[config.mk]
export PLATFORM = sky130hd
export DESIGN_NAME = pdu_dbg
export DESIGN_NICKNAME = d
export VERILOG_FILES = /design/src/rtl/pdu_dbg.sv
export SDC_FILE = /design/constraint.sdc
export NUM_CORES = 1
export LEC_CHECK = 0
export CORE_AREA = 2 2 281 283
export DETAILED_ROUTE_END_ITERATION = 10
export DIE_AREA = 0 0 283 285
export PLACE_DENSITY = 0.36
export SLEW_MARGIN = 20
export SYNTH_ARGS = -nofsm -noshare
export SYNTH_HDL_FRONTEND = slang
export SYNTH_SLANG_ARGS = --single-unit
export TNS_END_PERCENT = 1
[constraint.sdc]
create_clock -name clk -period 3.05 [get_ports clk]
set_input_delay 0.915 -clock clk [delete_from_list [all_inputs] [get_ports clk]]
set_output_delay 0.915 -clock clk [all_outputs]
set_load 0.005 [all_outputs]
[src/rtl/pdu_dbg.sv]
// ---------------------------------------------------------------------------
// pdu_dbg -- processor debug unit for the pipelined CPU.
//
// Sits between the board IO (switches, buttons, LEDs, scanned 7-segment
// display) and the CPU core. It:
//   * generates the CPU clock, either free-running (half the board clock)
//     or one pulse per step-button press;
//   * serves the CPU's memory-mapped IO bus (LED/display registers, switch
//     and status readback);
//   * multiplexes the IO result, register file, data memory and NCH pipeline
//     debug channels onto the LEDs and the scanned hex display.
//
// Optional feature, build macro PDU_DBG_BREAKPOINT_EN:
//   defined   -> PC breakpoint (bp_addr at IO 0x14, bp_en at IO 0x18); a hit
//                parks the CPU clock low in HALT; status bit1 reports HALT.
//   undefined -> no breakpoint registers, HALT unreachable, writes to
//                0x14/0x18 ignored, status bit1 reads 0.
//
// Parameters
//   DW      data width of IO bus, debug data and display word (= 4*DIGITS)
//   NCH     number of pipeline debug channels (2..32)
//   DIGITS  number of scanned hex digits
//   REF_W   display refresh counter width
//
// Ports
//   clk, rst          board clock, synchronous active-high reset
//   run, step         free-run level / single-step button
//   clk_cpu           registered CPU clock
//   valid             view-cycle switch (both edges count)
//   in[4:0]           in[0] next, in[1] pre (both edges), in[4:2] memory page
//   check[1:0]        current view: 00 IO, 01 reg file, 10 memory, 11 channel
//   out0[4:0], ready  LEDs: index/result and ready flag
//   an, seg           selected digit and its hex nibble
//   io_addr/io_dout/io_we/io_din   CPU IO bus (write registered, read comb.)
//   m_rf_addr         reg-file / memory debug read address
//   rf_data, m_data   debug read data
//   pc                IF-stage PC (breakpoint compare)
//   dbg_data          flattened channels, channel k = bits [k*DW +: DW]
// ---------------------------------------------------------------------------
module pdu_dbg #(
  parameter int DW     = 32,
  parameter int NCH    = 16,
  parameter int DIGITS = 8,
  parameter int REF_W  = 13
) (
  input  logic                        clk,
  input  logic                        rst,
  input  logic                        run,
  input  logic                        step,
  output logic                        clk_cpu,
  input  logic                        valid,
  input  logic [4:0]                  in,
  output logic [1:0]                  check,
  output logic [4:0]                  out0,
  output logic                        ready,
  output logic [$clog2(DIGITS)-1:0]   an,
  output logic [3:0]                  seg,
  input  logic [7:0]                  io_addr,
  input  logic [DW-1:0]               io_dout,
  input  logic                        io_we,
  output logic [DW-1:0]               io_din,
  output logic [7:0]                  m_rf_addr,
  input  logic [DW-1:0]               rf_data,
  input  logic [DW-1:0]               m_data,
  input  logic [DW-1:0]               pc,
  input  logic [NCH*DW-1:0]           dbg_data
);

  localparam int CH_W = (NCH > 1) ? $clog2(NCH) : 1;
  localparam int AN_W = $clog2(DIGITS);

  localparam logic [CH_W-1:0] CH_MAX = CH_W'(NCH - 1);

  // Clock generator states
  localparam logic [1:0] S_IDLE = 2'd0;
  localparam logic [1:0] S_RUN  = 2'd1;
  localparam logic [1:0] S_HALT = 2'd2;

  // IO register map
  localparam logic [7:0] A_OUT0   = 8'h00;
  localparam logic [7:0] A_READY  = 8'h04;
  localparam logic [7:0] A_OUT1   = 8'h08;
  localparam logic [7:0] A_IN     = 8'h0C;
  localparam logic [7:0] A_VALID  = 8'h10;
  localparam logic [7:0] A_BPADDR = 8'h14;
  localparam logic [7:0] A_BPEN   = 8'h18;
  localparam logic [7:0] A_STATUS = 8'h1C;

  // -------------------------------------------------------------------------
  // Input synchronisers and edge detection
  // -------------------------------------------------------------------------
  logic       r_run_r;
  logic       r_step_r, r_step_2r;
  logic       r_valid_r, r_valid_2r;
  logic [4:0] r_in_r;
  logic [1:0] r_in_2r;

  // Edge pulses are registered so that every button/switch reaches its
  // consumer (counters, view select, CPU clock) exactly 3 clk after the edge.
  logic r_step_p;
  logic r_valid_pn;
  logic r_next_pn;
  logic r_pre_pn;

  always_ff @(posedge clk) begin
    if (rst) begin
      r_run_r    <= 1'b0;
      r_step_r   <= 1'b0;
      r_step_2r  <= 1'b0;
      r_valid_r  <= 1'b0;
      r_valid_2r <= 1'b0;
      r_in_r     <= 5'd0;
      r_in_2r    <= 2'd0;
      r_step_p   <= 1'b0;
      r_valid_pn <= 1'b0;
      r_next_pn  <= 1'b0;
      r_pre_pn   <= 1'b0;
    end else begin
      r_run_r    <= run;
      r_step_r   <= step;
      r_step_2r  <= r_step_r;
      r_valid_r  <= valid;
      r_valid_2r <= r_valid_r;
      r_in_r     <= in;
      r_in_2r    <= r_in_r[1:0];
      // step reacts to press only; valid/next/pre react to both edges
      r_step_p   <= r_step_r & ~r_step_2r;
      r_valid_pn <= r_valid_r ^ r_valid_2r;
      r_next_pn  <= r_in_r[0] ^ r_in_2r[0];
      r_pre_pn   <= r_in_r[1] ^ r_in_2r[1];
    end
  end

  // -------------------------------------------------------------------------
  // IO write registers (and optional breakpoint registers)
  // -------------------------------------------------------------------------
  logic [4:0]    r_out0;
  logic          r_ready;
  logic [DW-1:0] r_out1;
  logic          w_bp_hit;
  logic          w_halted;

  always_ff @(posedge clk) begin
    if (rst) begin
      r_out0  <= 5'h1f;
      r_ready <= 1'b1;
      r_out1  <= DW'(32'h1234_5678);
    end else if (io_we) begin
      case (io_addr)
        A_OUT0:  r_out0  <= io_dout[4:0];
        A_READY: r_ready <= io_dout[0];
        A_OUT1:  r_out1  <= io_dout;
        default: ;
      endcase
    end
  end

`ifdef PDU_DBG_BREAKPOINT_EN
  logic [DW-1:0] r_bp_addr;
  logic          r_bp_en;

  always_ff @(posedge clk) begin
    if (rst) begin
      r_bp_addr <= '0;
      r_bp_en   <= 1'b0;
    end else if (io_we) begin
      if (io_addr == A_BPADDR) r_bp_addr <= io_dout;
      if (io_addr == A_BPEN)   r_bp_en   <= io_dout[0];
    end
  end
`endif

  // -------------------------------------------------------------------------
  // CPU clock generator
  // -------------------------------------------------------------------------
  logic [1:0] r_state;
  logic       r_clk_cpu;

`ifdef PDU_DBG_BREAKPOINT_EN
  // Compare only while the CPU clock is low, i.e. just before the rising
  // edge that would latch the instruction at bp_addr into IF/ID.
  assign w_bp_hit = (r_state == S_RUN) && !r_clk_cpu && r_bp_en &&
                    (pc == r_bp_addr);
  assign w_halted = (r_state == S_HALT);
`else
  logic w_unused_pc;
  assign w_unused_pc = ^pc;
  assign w_bp_hit    = 1'b0;
  assign w_halted    = 1'b0;
`endif

  always_ff @(posedge clk) begin
    if (rst) begin
      r_state   <= S_IDLE;
      r_clk_cpu <= 1'b0;
    end else begin
      case (r_state)
        S_IDLE: begin
          // single-step: one board-clock-wide pulse per press
          r_clk_cpu <= r_step_p;
          if (r_run_r) r_state <= S_RUN;
        end
        S_RUN: begin
          if (!r_run_r) begin
            r_state   <= S_IDLE;
            r_clk_cpu <= 1'b0;
          end else if (w_bp_hit) begin
            r_state   <= S_HALT;
            r_clk_cpu <= 1'b0;
          end else begin
            r_clk_cpu <= ~r_clk_cpu;
          end
        end
        S_HALT: begin
          // parked until run is released; step has no effect here
          r_clk_cpu <= 1'b0;
          if (!r_run_r) r_state <= S_IDLE;
        end
        default: begin
          r_state   <= S_IDLE;
          r_clk_cpu <= 1'b0;
        end
      endcase
    end
  end

  assign clk_cpu = r_clk_cpu;

  // -------------------------------------------------------------------------
  // View select, index and channel counters
  // -------------------------------------------------------------------------
  logic [1:0]      r_check;
  logic [4:0]      r_idx;
  logic [CH_W-1:0] r_ch;
  logic            w_ch_view;

  assign w_ch_view = (r_check == 2'b11);

  always_ff @(posedge clk) begin
    if (rst) begin
      r_check <= 2'b00;
    end else if (r_run_r || r_step_p) begin
      // running or stepping always shows the IO result view
      r_check <= 2'b00;
    end else if (r_valid_pn) begin
      r_check <= r_check - 2'b01;
    end
  end

  // idx wraps naturally mod 32; next wins over pre
  always_ff @(posedge clk) begin
    if (rst || r_step_p) begin
      r_idx <= 5'd0;
    end else if (!w_ch_view) begin
      if (r_next_pn)     r_idx <= r_idx + 5'd1;
      else if (r_pre_pn) r_idx <= r_idx - 5'd1;
    end
  end

  // ch wraps explicitly since NCH need not be a power of two
  always_ff @(posedge clk) begin
    if (rst || r_step_p) begin
      r_ch <= '0;
    end else if (w_ch_view) begin
      if (r_next_pn)     r_ch <= (r_ch == CH_MAX) ? '0 : r_ch + CH_W'(1);
      else if (r_pre_pn) r_ch <= (r_ch == '0) ? CH_MAX : r_ch - CH_W'(1);
    end
  end

  assign check     = r_check;
  assign m_rf_addr = r_check[1] ? {r_in_r[4:2], r_idx} : {3'b000, r_idx};

  // -------------------------------------------------------------------------
  // Display multiplexing
  // -------------------------------------------------------------------------
  logic [DW-1:0] w_chan [NCH];
  logic [DW-1:0] w_disp;
  logic [4:0]    w_out0;

  generate
    for (genvar gi = 0; gi < NCH; gi++) begin : g_chan
      assign w_chan[gi] = dbg_data[gi*DW +: DW];
    end
  endgenerate

  always_comb begin
    w_disp = r_out1;
    w_out0 = r_out0;
    case (r_check)
      2'b01: begin
        w_out0 = r_idx;
        w_disp = rf_data;
      end
      2'b10: begin
        w_out0 = r_idx;
        w_disp = m_data;
      end
      2'b11: begin
        w_out0 = 5'(r_ch);
        w_disp = w_chan[r_ch];
      end
      default: begin
        w_out0 = r_out0;
        w_disp = r_out1;
      end
    endcase
  end

  assign out0  = w_out0;
  assign ready = r_ready;

  // -------------------------------------------------------------------------
  // Scanned display: free-running refresh counter, top bits pick the digit
  // -------------------------------------------------------------------------
  logic [REF_W-1:0] r_refresh;
  logic [3:0]       w_nib [DIGITS];

  always_ff @(posedge clk) begin
    if (rst) r_refresh <= '0;
    else     r_refresh <= r_refresh + REF_W'(1);
  end

  generate
    for (genvar gi = 0; gi < DIGITS; gi++) begin : g_nib
      assign w_nib[gi] = w_disp[gi*4 +: 4];
    end
  endgenerate

  assign an  = r_refresh[REF_W-1 -: AN_W];
  assign seg = w_nib[an];

  // -------------------------------------------------------------------------
  // IO read mux (combinational)
  // -------------------------------------------------------------------------
  always_comb begin
    io_din = '0;
    case (io_addr)
      A_IN:     io_din = DW'(r_in_r);
      A_VALID:  io_din = DW'(r_valid_r);
      A_STATUS: io_din = DW'({w_halted, (r_state == S_RUN)});
      default:  io_din = '0;
    endcase
  end

endmodule
==> results.cfg <==
[status]
status = finished with violations
violations = setup timing

[global_route]
grt_util_all_layers_pct = 18.7
overflow = 0
grt_first_pass_wirelength_um = 107000
grt_antenna_before_repair = 19
grt_max_degree = 69
grt_pass1_vias = 13200

[place]
port_buffers = 655
dp_hpwl_um = 67500
post_dp_cell_area_um2 = 18500
place.gp.congestion = 0.926
dp_cells = 2925

[power]
power_density_nw_per_um2 = 194
p_leak_nw = 7.00
peakVddDrop_v = 0.000248

[detailed_routing]
drc_errors = 0
via_per_inst = 4.11
highest_layer = met5
wl_per_cell_um = 26.4
first_iter_violations = 575
wl_met3_um = 5640
firstDrtPassIters = 5
wl_met1_um = 34300
finalWirelength_um = 78400
via_count = 12200
dr_wl_met2_um = 37200
ant_nets = 0

[cells_and_area]
fin_cells = 2974
fin_area_um2 = 20200
drive_above_1_share_pct = 25.4
mostFrequentLayoutCells = clkdlybuf4s50_1, buf_4, mux2i_1
final_common_cell = clkdlybuf4s50_1
final_nets = 2582
areaGrowthSynthToFinish_pct = 116

[setup_path]
slowest_stage = clkdlybuf4s50_1
arrival_ns = 2.80
crit_top_cell = buf_4
cp-start-kind = input port
required_ns = 2.13
path_class = input port to output pin
crit_buf_inv = 3
cp-end-kind = output pin
path_max_fanout = 1
path_cells = clkdlybuf4s50_1, nor2b_2, a211oi_1, a221oi_2, buf_4, nand4_1, and3_4, a211oi_2, buf_4
cp_top_family = buffers and inverters
cp_slowest_stage_delay_ns = 0.47

[timing]
fin_ws_ns = -0.668
max_clock_freq_ghz = 0.269
rsz0062_at_grt = true
drv_slew = 0
skew_ns = 0.00810
layout_min_cycle_time_ns = 3.72
setup_viol = 9
holdWs_ns = 0.387
fin_crit_sh_pct = 122
slew_headroom_pct = 50.7
tightest_slew_ns = 0.739
hold_viol = 0

[clocking]
clkSinkCount = 80
clockBufferDepth = 2
path_clk_slew_ns = 0.07
clock_latency_ns = 0.34
cts_tree = built
root_buffer = clkbuf_16
cts_buffers = 9
h-tree-depth = 3

[die]
die_h_um = 285
dieArea_um2 = 80700
die_w_um = 283
start_util_pct = 11.9
core_um2 = 78000
num_io_pins = 715
rows = 103

[yosys]
synth_edf_count = 0
synth_top_area_share_pct = 20.9
avgSynthCellArea_um2 = 8.39
ys.flop_type = dfxtp_1
synth.area.top_cells = mux2i_1, dfxtp_1, nand2_1
yosysTopAreaCell = mux2i_1
ys_seq_area_share_pct = 17.2
postSynthCellCount = 1110
synth_warnings = 0
synth_seq_cells = 80
synth_area_um2 = 9310
synth_cell_types = 65
async_flop_share_pct = 0

[min_path]
hold_class = flip-flop to flip-flop

[job]
cap_violations = 0
-- cells by family after synthesis --
group / synth area share, %
AO/OA/AOI/OAI: 22.4
buffers and inverters: 10.7
adder cells (fa/ha/maj): 1.69
flip-flops: 17.2
AND/OR/NAND/NOR: 19.5
other: 0.0403
XOR/XNOR: 1.79
multiplexers: 26.6
-- synth_stat cells, drive strengths merged (4+ instances only) --
cell     number
ha           11
o221ai        4
nand4        19
xor2          6
o21ai        18
a31oi         5
nor3         15
buf         102
and2         11
o2111ai      10
o21a          9
nor2         35
clkbuf       34
and3         17
a22oi        41
a211oi       32
nand3b       21
nand2       127
or3           4
a2111oi      33
nor2b        51
a221o        14
nand3        39
nand2b        8
a21oi        42
a221oi       41
xnor2        13
mux4         16
dfxtp        80
inv           8
mux2         14
mux2i       194
-- power by group --
group | leakage [nW] | internal (mW) | switching (mW)
Sequential | 0.655 | 1.07 | 0.0296
Clock | 0.147 | 0.661 | 0.458
Combinational | 6.20 | 1.05 | 0.636
-- metrics by stage --
step           utilization, %  worst slack, ns  TNS (ns)  power [mW]
4_1_cts                  25.3           -0.634     -3.17        3.94
2_1_floorplan               -           0.0922         0        1.51
5_1_grt                  25.8           -0.704     -3.69        4.11
6_report                 25.8           -0.668     -3.18        3.91
3_3_place_gp             23.7            -1.50     -9.52        2.75
3_5_place_dp             23.7            -1.59     -9.52        2.75
-- area by class of cell --
cell class / instances / area, um^2
fill: 8456 / 57800
timing repair buffer: 900 / 8980
multi-input combinational: 911 / 7890
sequential: 80 / 1620
tap: 1050 / 1310
clock buffer: 12 / 246
clock inverter: 4 / 52.6
inverter: 9 / 33.8
antenna: 8 / 20.0
-- metal layers --
layer  vias up  track usage, %
met5         -               0
met4        14            3.28
met3        58            5.06
met2       473            31.9
met1      5866            23.8
li1       5809               -
-- sequential cells by signal, indices dropped and copies added (netlist names), 2 cells and up --
register	count
check	2
r_ch	4
r_out1	32
r_in_2r	2
r_in_r	5
r_out0	5
r_refresh	13
r_idx	5
-- worst paths after layout --
kind,startpoint,endpoint,slack [ns],depth (start not counted)
max,dbg_data[397],seg[1],-0.67,9
min,r_step_2r$_SDFF_PP0_,r_step_p$_SDFF_PP0_,0.39,1
max reg2reg,r_next_pn$_SDFF_PP0_,r_idx[4]$_SDFFE_PP0P_,0.92,8
min reg2reg,r_step_2r$_SDFF_PP0_,r_step_p$_SDFF_PP0_,0.39,1
-- timing repair --
item                       4_1_cts  5_1_grt
setup endpoints to repair       14       10
gates resized for setup        315       61
hold buffers                     0        0
gates cloned                     1        3
buffers inserted                16        9
pin swaps                       67       19
Power figures use the tool's default switching activity.
==> edit 1 (same flow settings) <==
The parameter `REF_W` goes from 13 to 9.
--- a/src/rtl/pdu_dbg.sv
+++ b/src/rtl/pdu_dbg.sv
@@ -43,3 +43,3 @@
   parameter int DIGITS = 8,
-  parameter int REF_W  = 13
+  parameter int REF_W  = 9
 ) (
Formal check against the unedited RTL: same outputs for any inputs over 4 cycles, from zero or initial values and one cycle with rst high; that may be too few to reach the edited logic, so the function may still have changed.
==> edit 1 against the original RTL <==
The run still ends with negative setup slack left. Critical path depth increased by 1. Cell area is 2.7% lower. Synthesized area decreased by 3.9%. Worst setup slack got worse by 0.030 ns. Sequential cell count shrank 4. Total power down 1.2%. First-iteration DRC count is 2.8% higher. Largest power group unchanged. Cell count grew 0.24%. Wire length is 0.41% lower.
==> edit 1: results (changes against the original RTL) <==
Parameter                              Value

Status
  Status ... finished with violations
  Violations in the final reports ... negative setup slack

Timing
  Final worst slack ... -0.698 ns (-0.0303 ns)
  Max Clock Skew ... 0.00744 ns (-0.000669 ns)
  Endpoints failing setup ... 7 (-2)
  Setup total negative slack ... -2.86 ns (+0.327 ns)

Placement
  # placed instances ... 2946 (+0.72%)
  Final RePlAce weighted congestion ... 0.924 (-0.26%)
  Half-perimeter wire length after detailed placement ... 69.2 mm (+2.6%)
  Post-place instance area ... 18300 um^2 (-0.83%)
  Post-place setup slack ... -1.81 ns (-0.221 ns)

GRT
  Global-route wire length before repair ... 106 mm (-1.0%)
  Via count of the first global-routing pass ... 13000 (-0.95%)
  Global-route usage over all layers ... 18.7% (-0.058 points)
  Number of antenna violations at the first check in global routing ... 20 (+1)

Synthesis
  Post-synthesis share of cell area spent on xor and xnor gates ... 1.37% (-0.42 points)
  Gate count of the mapped netlist ... 1099 (-0.99%)
  Multiplexer fraction of the synthesized cell area ... 28.5% (+1.9 points)
  Synthesized-area fraction occupied by adder cells ... 1.76% (+0.069 points)
  Top post-synthesis cells by count ... mux2i_1 (205), nand2_1 (127), dfxtp_1 (76)
  Ranking of synthesized cells by area ... mux2i_1 (23%), dfxtp_1 (17%), nand2_1 (5.3%)
  Distinct cells, synth ... 57 (-12%)
  Sequential area share after synthesis ... 17.0% (-0.19 points)

Critical path
  Reg2Reg Setup Slack ... 0.97 ns (+0.05 ns)
  Worst EP arrival ... 2.83 ns (+0.03 ns)
  Critical path capture point ... seg[2]
  Critical path startpoint ... m_data[18]

Power and ir drop
  Net Switching ... 1.14 mW (+1.1%)
  Peak ir drop on the vdd network ... 0.000303 V (+22%)

Detailed routing
  Total number of vias ... 12200 (-0.56%)
  Initial DRC Count ... 591 (+2.8%)
  Total length of routed wires ... 78.1 mm (-0.41%)

Final layout
  Fill cells ... 8538 (+0.97%)
  Fraction of layout cells with a size suffix above 1 ... 24.3% (-1.1 points)
  Final core occ ... 25.2% (-0.69 points)
  Nets@finish ... 2587 (+0.19%)
  Leading registers by flop count ... r_out1: 32 flops, r_refresh: 9 flops

Clocking
  Skew-Pair Late Insertion Delay ... 0.36 ns (+0.02 ns)
edit 1: cell count changes in the layout (fill, tap and decap cells not counted), moves of 9 or more:
cell / before / now
a22oi_1: 30 / 45
a211oi_1: 18 / 9
nand3_1: 33 / 47
mux2i_1: 169 / 197
clkdlybuf4s50_1: 572 / 617
mux2i_2: 17 / 8
buf_4: 186 / 214
nor2b_1: 32 / 42
a21oi_1: 40 / 26
a21oi_2: 2 / 13
buf_12: 38 / 27
dlygate4sd2_1: 66 / 20
edit 1: area by class of cell:
cell class | instances | area share (%)
sequential | 76 | 7.82
clock inverter | 7 | 0.383
clock buffer | 9 | 1.15
antenna | 10 | 0.128
multi-input combinational | 907 | 38.4
timing repair buffer | 912 | 45.2
tap | 1050 | 6.70
inverter | 10 | 0.191
edit 1: worst min-delay path by stage:
stage                   start  slack, ns  cells after the start       end
floorplan           r_step_2r       0.37                      1  r_step_p
global placement    r_step_2r       0.37                      1  r_step_p
detailed placement  r_step_2r       0.38                      1  r_step_p
CTS                 r_step_2r       0.39                      1  r_step_p
global route        r_step_2r       0.39                      1  r_step_p
finish              r_step_2r       0.38                      1  r_step_p
edit 1: cells by family after synthesis:
kind of cell	count (synthesis)
AND/OR/NAND/NOR	363
AO/OA/AOI/OAI	258
multiplexers	233
buffers and inverters	142
flip-flops	76
XOR/XNOR	14
adder cells (fa/ha/maj)	12
other	1
edit 1: layer usage:
metal / global-route usage [%] / up-vias / part of all wire, % / wire length (um)
met5: 0 / - / 0.058 / 45
met4: 3.90 / 8 / 1.6 / 1240
met3: 5.16 / 52 / 7.0 / 5440
met2: 31.9 / 481 / 48 / 37500
met1: 23.3 / 5812 / 43 / 33900
li1: - / 5799 / - / -
edit 1: critical path: stages:
cell and delay [ns]:
clkdlybuf4s50_1 0.45, a221oi_4 0.30, buf_6 0.15, nor3_2 0.04, a31oi_1 0.18, buf_4 0.17
nand3_2 0.08, o32ai_2 0.29, a211oi_2 0.08, buf_4 0.16
edit 1: timing repair:
item                       CTS  global route
hold buffers                 0             0
setup endpoints to repair   13            13
hold endpoints to repair     0             0
pin swaps                   67            11
setup buffers               12             0
cloned                       2             0
resized for setup          238            31
edit 1: power by group through the flow:
stage | clock network, mW | registers (mW) | logic [mW]
6_report | 1.12 | 1.05 | 1.69
5_1_grt | 1.19 | 1.05 | 1.80
4_1_cts | 1.15 | 1.05 | 1.70
3_5_place_dp | 0 | 1.07 | 1.63
3_3_place_gp | 0 | 1.07 | 1.62
2_1_floorplan | 0 | 1.06 | 0.388
==> edit 2 (config.mk and constraints unchanged) <==
Made on the original files. Put a register stage on the output `an`, with the module's reset. The value now appears one clock later. The other outputs are not delayed to match.
--- a/src/rtl/pdu_dbg.sv
+++ b/src/rtl/pdu_dbg.sv
@@ -88,2 +88,4 @@
 
+  logic [$clog2(DIGITS)-1:0] an_d;
+
   // -------------------------------------------------------------------------
@@ -328,4 +330,4 @@
 
-  assign an  = r_refresh[REF_W-1 -: AN_W];
-  assign seg = w_nib[an];
+  assign an_d = r_refresh[REF_W-1 -: AN_W];
+  assign seg = w_nib[an_d];
 
@@ -344,2 +346,10 @@
 
+  always_ff @(posedge clk) begin
+    if (rst) begin
+      an <= '0;
+    end else begin
+      an <= an_d;
+    end
+  end
+
 endmodule
Behaviour: no difference found for any inputs over 4 cycles, from zero or initial values and one cycle with rst high; that may be too few to reach the edited logic, so the function may still have changed.
==> edit 2 against the original RTL <==
The run still ends with negative setup slack left. Synthesized area decreased by 0.56%. Total power grew 4.7%. Combinational power is 2% higher. Worst hold slack got worse by 0.0019 ns. Clock skew shrank 0.00070 ns. Cell area grew 2.1%. Wire length is 0.40% lower. Sequential cell count is 3 higher. Worst setup slack improved by 0.081 ns. Critical endpoint unchanged. Largest cell class unchanged.
==> edit 2: results (changes against the original RTL) <==
Parameter                              Value

Timing
  Max Clock Skew ... 0.00740 ns (-0.000701 ns)
  Final worst slack ... -0.587 ns (+0.0807 ns)
  Endpoints failing setup ... 9 (unchanged)
  Max_slew headroom ... 64.5% (+14 points)

Synthesis
  Distinct cells, synth ... 56 (-14%)
  Ranking of synthesized cells by area ... mux2i_1 (22%), dfxtp_1 (18%), nand2_1 (5.2%)
  Sequential area share after synthesis ... 17.9% (+0.75 points)
  Synthesized-area fraction occupied by adder cells ... 1.70% (+0.0096 points)
  Share of the synthesized area in compound gates (AO/OA/AOI/OAI) ... 20.7% (-1.8 points)
  Post-synthesis share of cell area spent on xor and xnor gates ... 1.89% (+0.10 points)
  Async SR Flop Fraction ... 0% (unchanged)
  Multiplexer fraction of the synthesized cell area ... 27.5% (+0.87 points)
  Top_reg_cell synth ... dfxtp_1
  Top post-synthesis cells by count ... mux2i_1 (207), nand2_1 (128), dfxtp_1 (83)

Critical path
  Worst EP arrival ... 2.72 ns (-0.08 ns)
  Max incr delay on CP ... 0.45 ns (-0.02 ns)
  Reg2Reg Setup Slack ... 0.96 ns (+0.04 ns)
  Critical path startpoint ... dbg_data[141]
  Origin of the critical flop-to-flop path ... r_next_pn
  Crit path max fanout ... 1 (unchanged)

Final layout
  Nets@finish ... 2608 (+1.0%)
  Fraction of layout cells with a size suffix above 1 ... 27.0% (+1.7 points)
  Leading registers by flop count ... r_out1: 32 flops, r_refresh: 13 flops

Clocking
  H-tree Lvls ... 3 (unchanged)
  Clock-pin slew of the registers on the worst-case setup and hold paths ... 0.07 ns (about the same)
  Clock tree root buffer cell ... clkbuf_16

Placement
  Half-perimeter wire length after detailed placement ... 67.9 mm (+0.58%)
  Final RePlAce weighted congestion ... 0.904 (-2.4%)

Power and ir drop
  Leak Pwr ... 7.39 nW (+5.6%)
  Peak ir drop on the vdd network ... 0.000291 V (+17%)
  Net Switching ... 1.20 mW (+6.7%)

Hold path
  HP Start ... r_step_2r
  Hold Crit Depth ... 1 (unchanged)

GRT
  Number of antenna violations at the first check in global routing ... 9 (-10)
  Via count of the first global-routing pass ... 13200 (+0.53%)
  Pin count of the biggest net entering global routing ... 72 (+4.3%)
  Global-route wire length before repair ... 106 mm (-0.80%)
  Global-route usage over all layers ... 18.6% (-0.12 points)

Detailed routing
  Total number of vias ... 12300 (+0.56%)
  Initial DRC Count ... 555 (-3.5%)
  Post-DR wirelength/cell ... 26.1 um (-1.1%)

Status
  Violations in the final reports ... negative setup slack
  Status ... finished with violations
-- edit 2: power groups by stage --
stage	registers, mW	logic (mW)	clock network (mW)
final	1.14	1.73	1.22
after global routing	1.14	1.83	1.30
after CTS	1.14	1.73	1.26
after detailed placement	1.16	1.62	0
after global placement	1.16	1.62	0
after floorplan	1.16	0.394	0
-- edit 2: repair_timing --
action	CTS	global route
gates cloned	3	0
setup endpoints to repair	14	14
pin swaps	129	39
hold buffers	0	0
gates resized for setup	473	64
buffers inserted	30	3
-- edit 2: cell type report --
class | instances | area, um^2
repair buffers | 902 | 8910
well taps | 1050 | 1310
inverters | 17 | 68.8
diodes | 4 | 10.0
fillers | 8437 | 57400
multi-input cells | 924 | 8270
clock buffers | 9 | 225
flip-flops and latches | 83 | 1680
clock inverters | 7 | 98.8
-- edit 2: stage by stage --
step / hold WS (ns) / instances / area [um^2] / setup WS [ns] / setup TNS (ns)
floorplan: 0.367 / 1158 / 9360 / 0.186 / 0
global placement: 0.375 / 2956 / 18500 / -1.54 / -13.04
detailed placement: 0.376 / 2956 / 18500 / -1.49 / -12.94
CTS: 0.387 / 2992 / 20300 / -0.570 / -3.28
global route: 0.407 / 2995 / 20600 / -0.648 / -3.44
finish: 0.386 / 2996 / 20600 / -0.587 / -2.92
-- edit 2: per-layer routing --
layer / vias to the layer above / routed length (um) / track usage (%) / part of all wire [%]
li1: 5839 / - / - / -
met1: 5994 / 34800 / 23.7 / 44
met5: - / 10 / 0 / 0.013
met2: 427 / 38900 / 33.4 / 50
met4: 2 / 413 / 1.80 / 0.53
met3: 27 / 4060 / 3.54 / 5.2
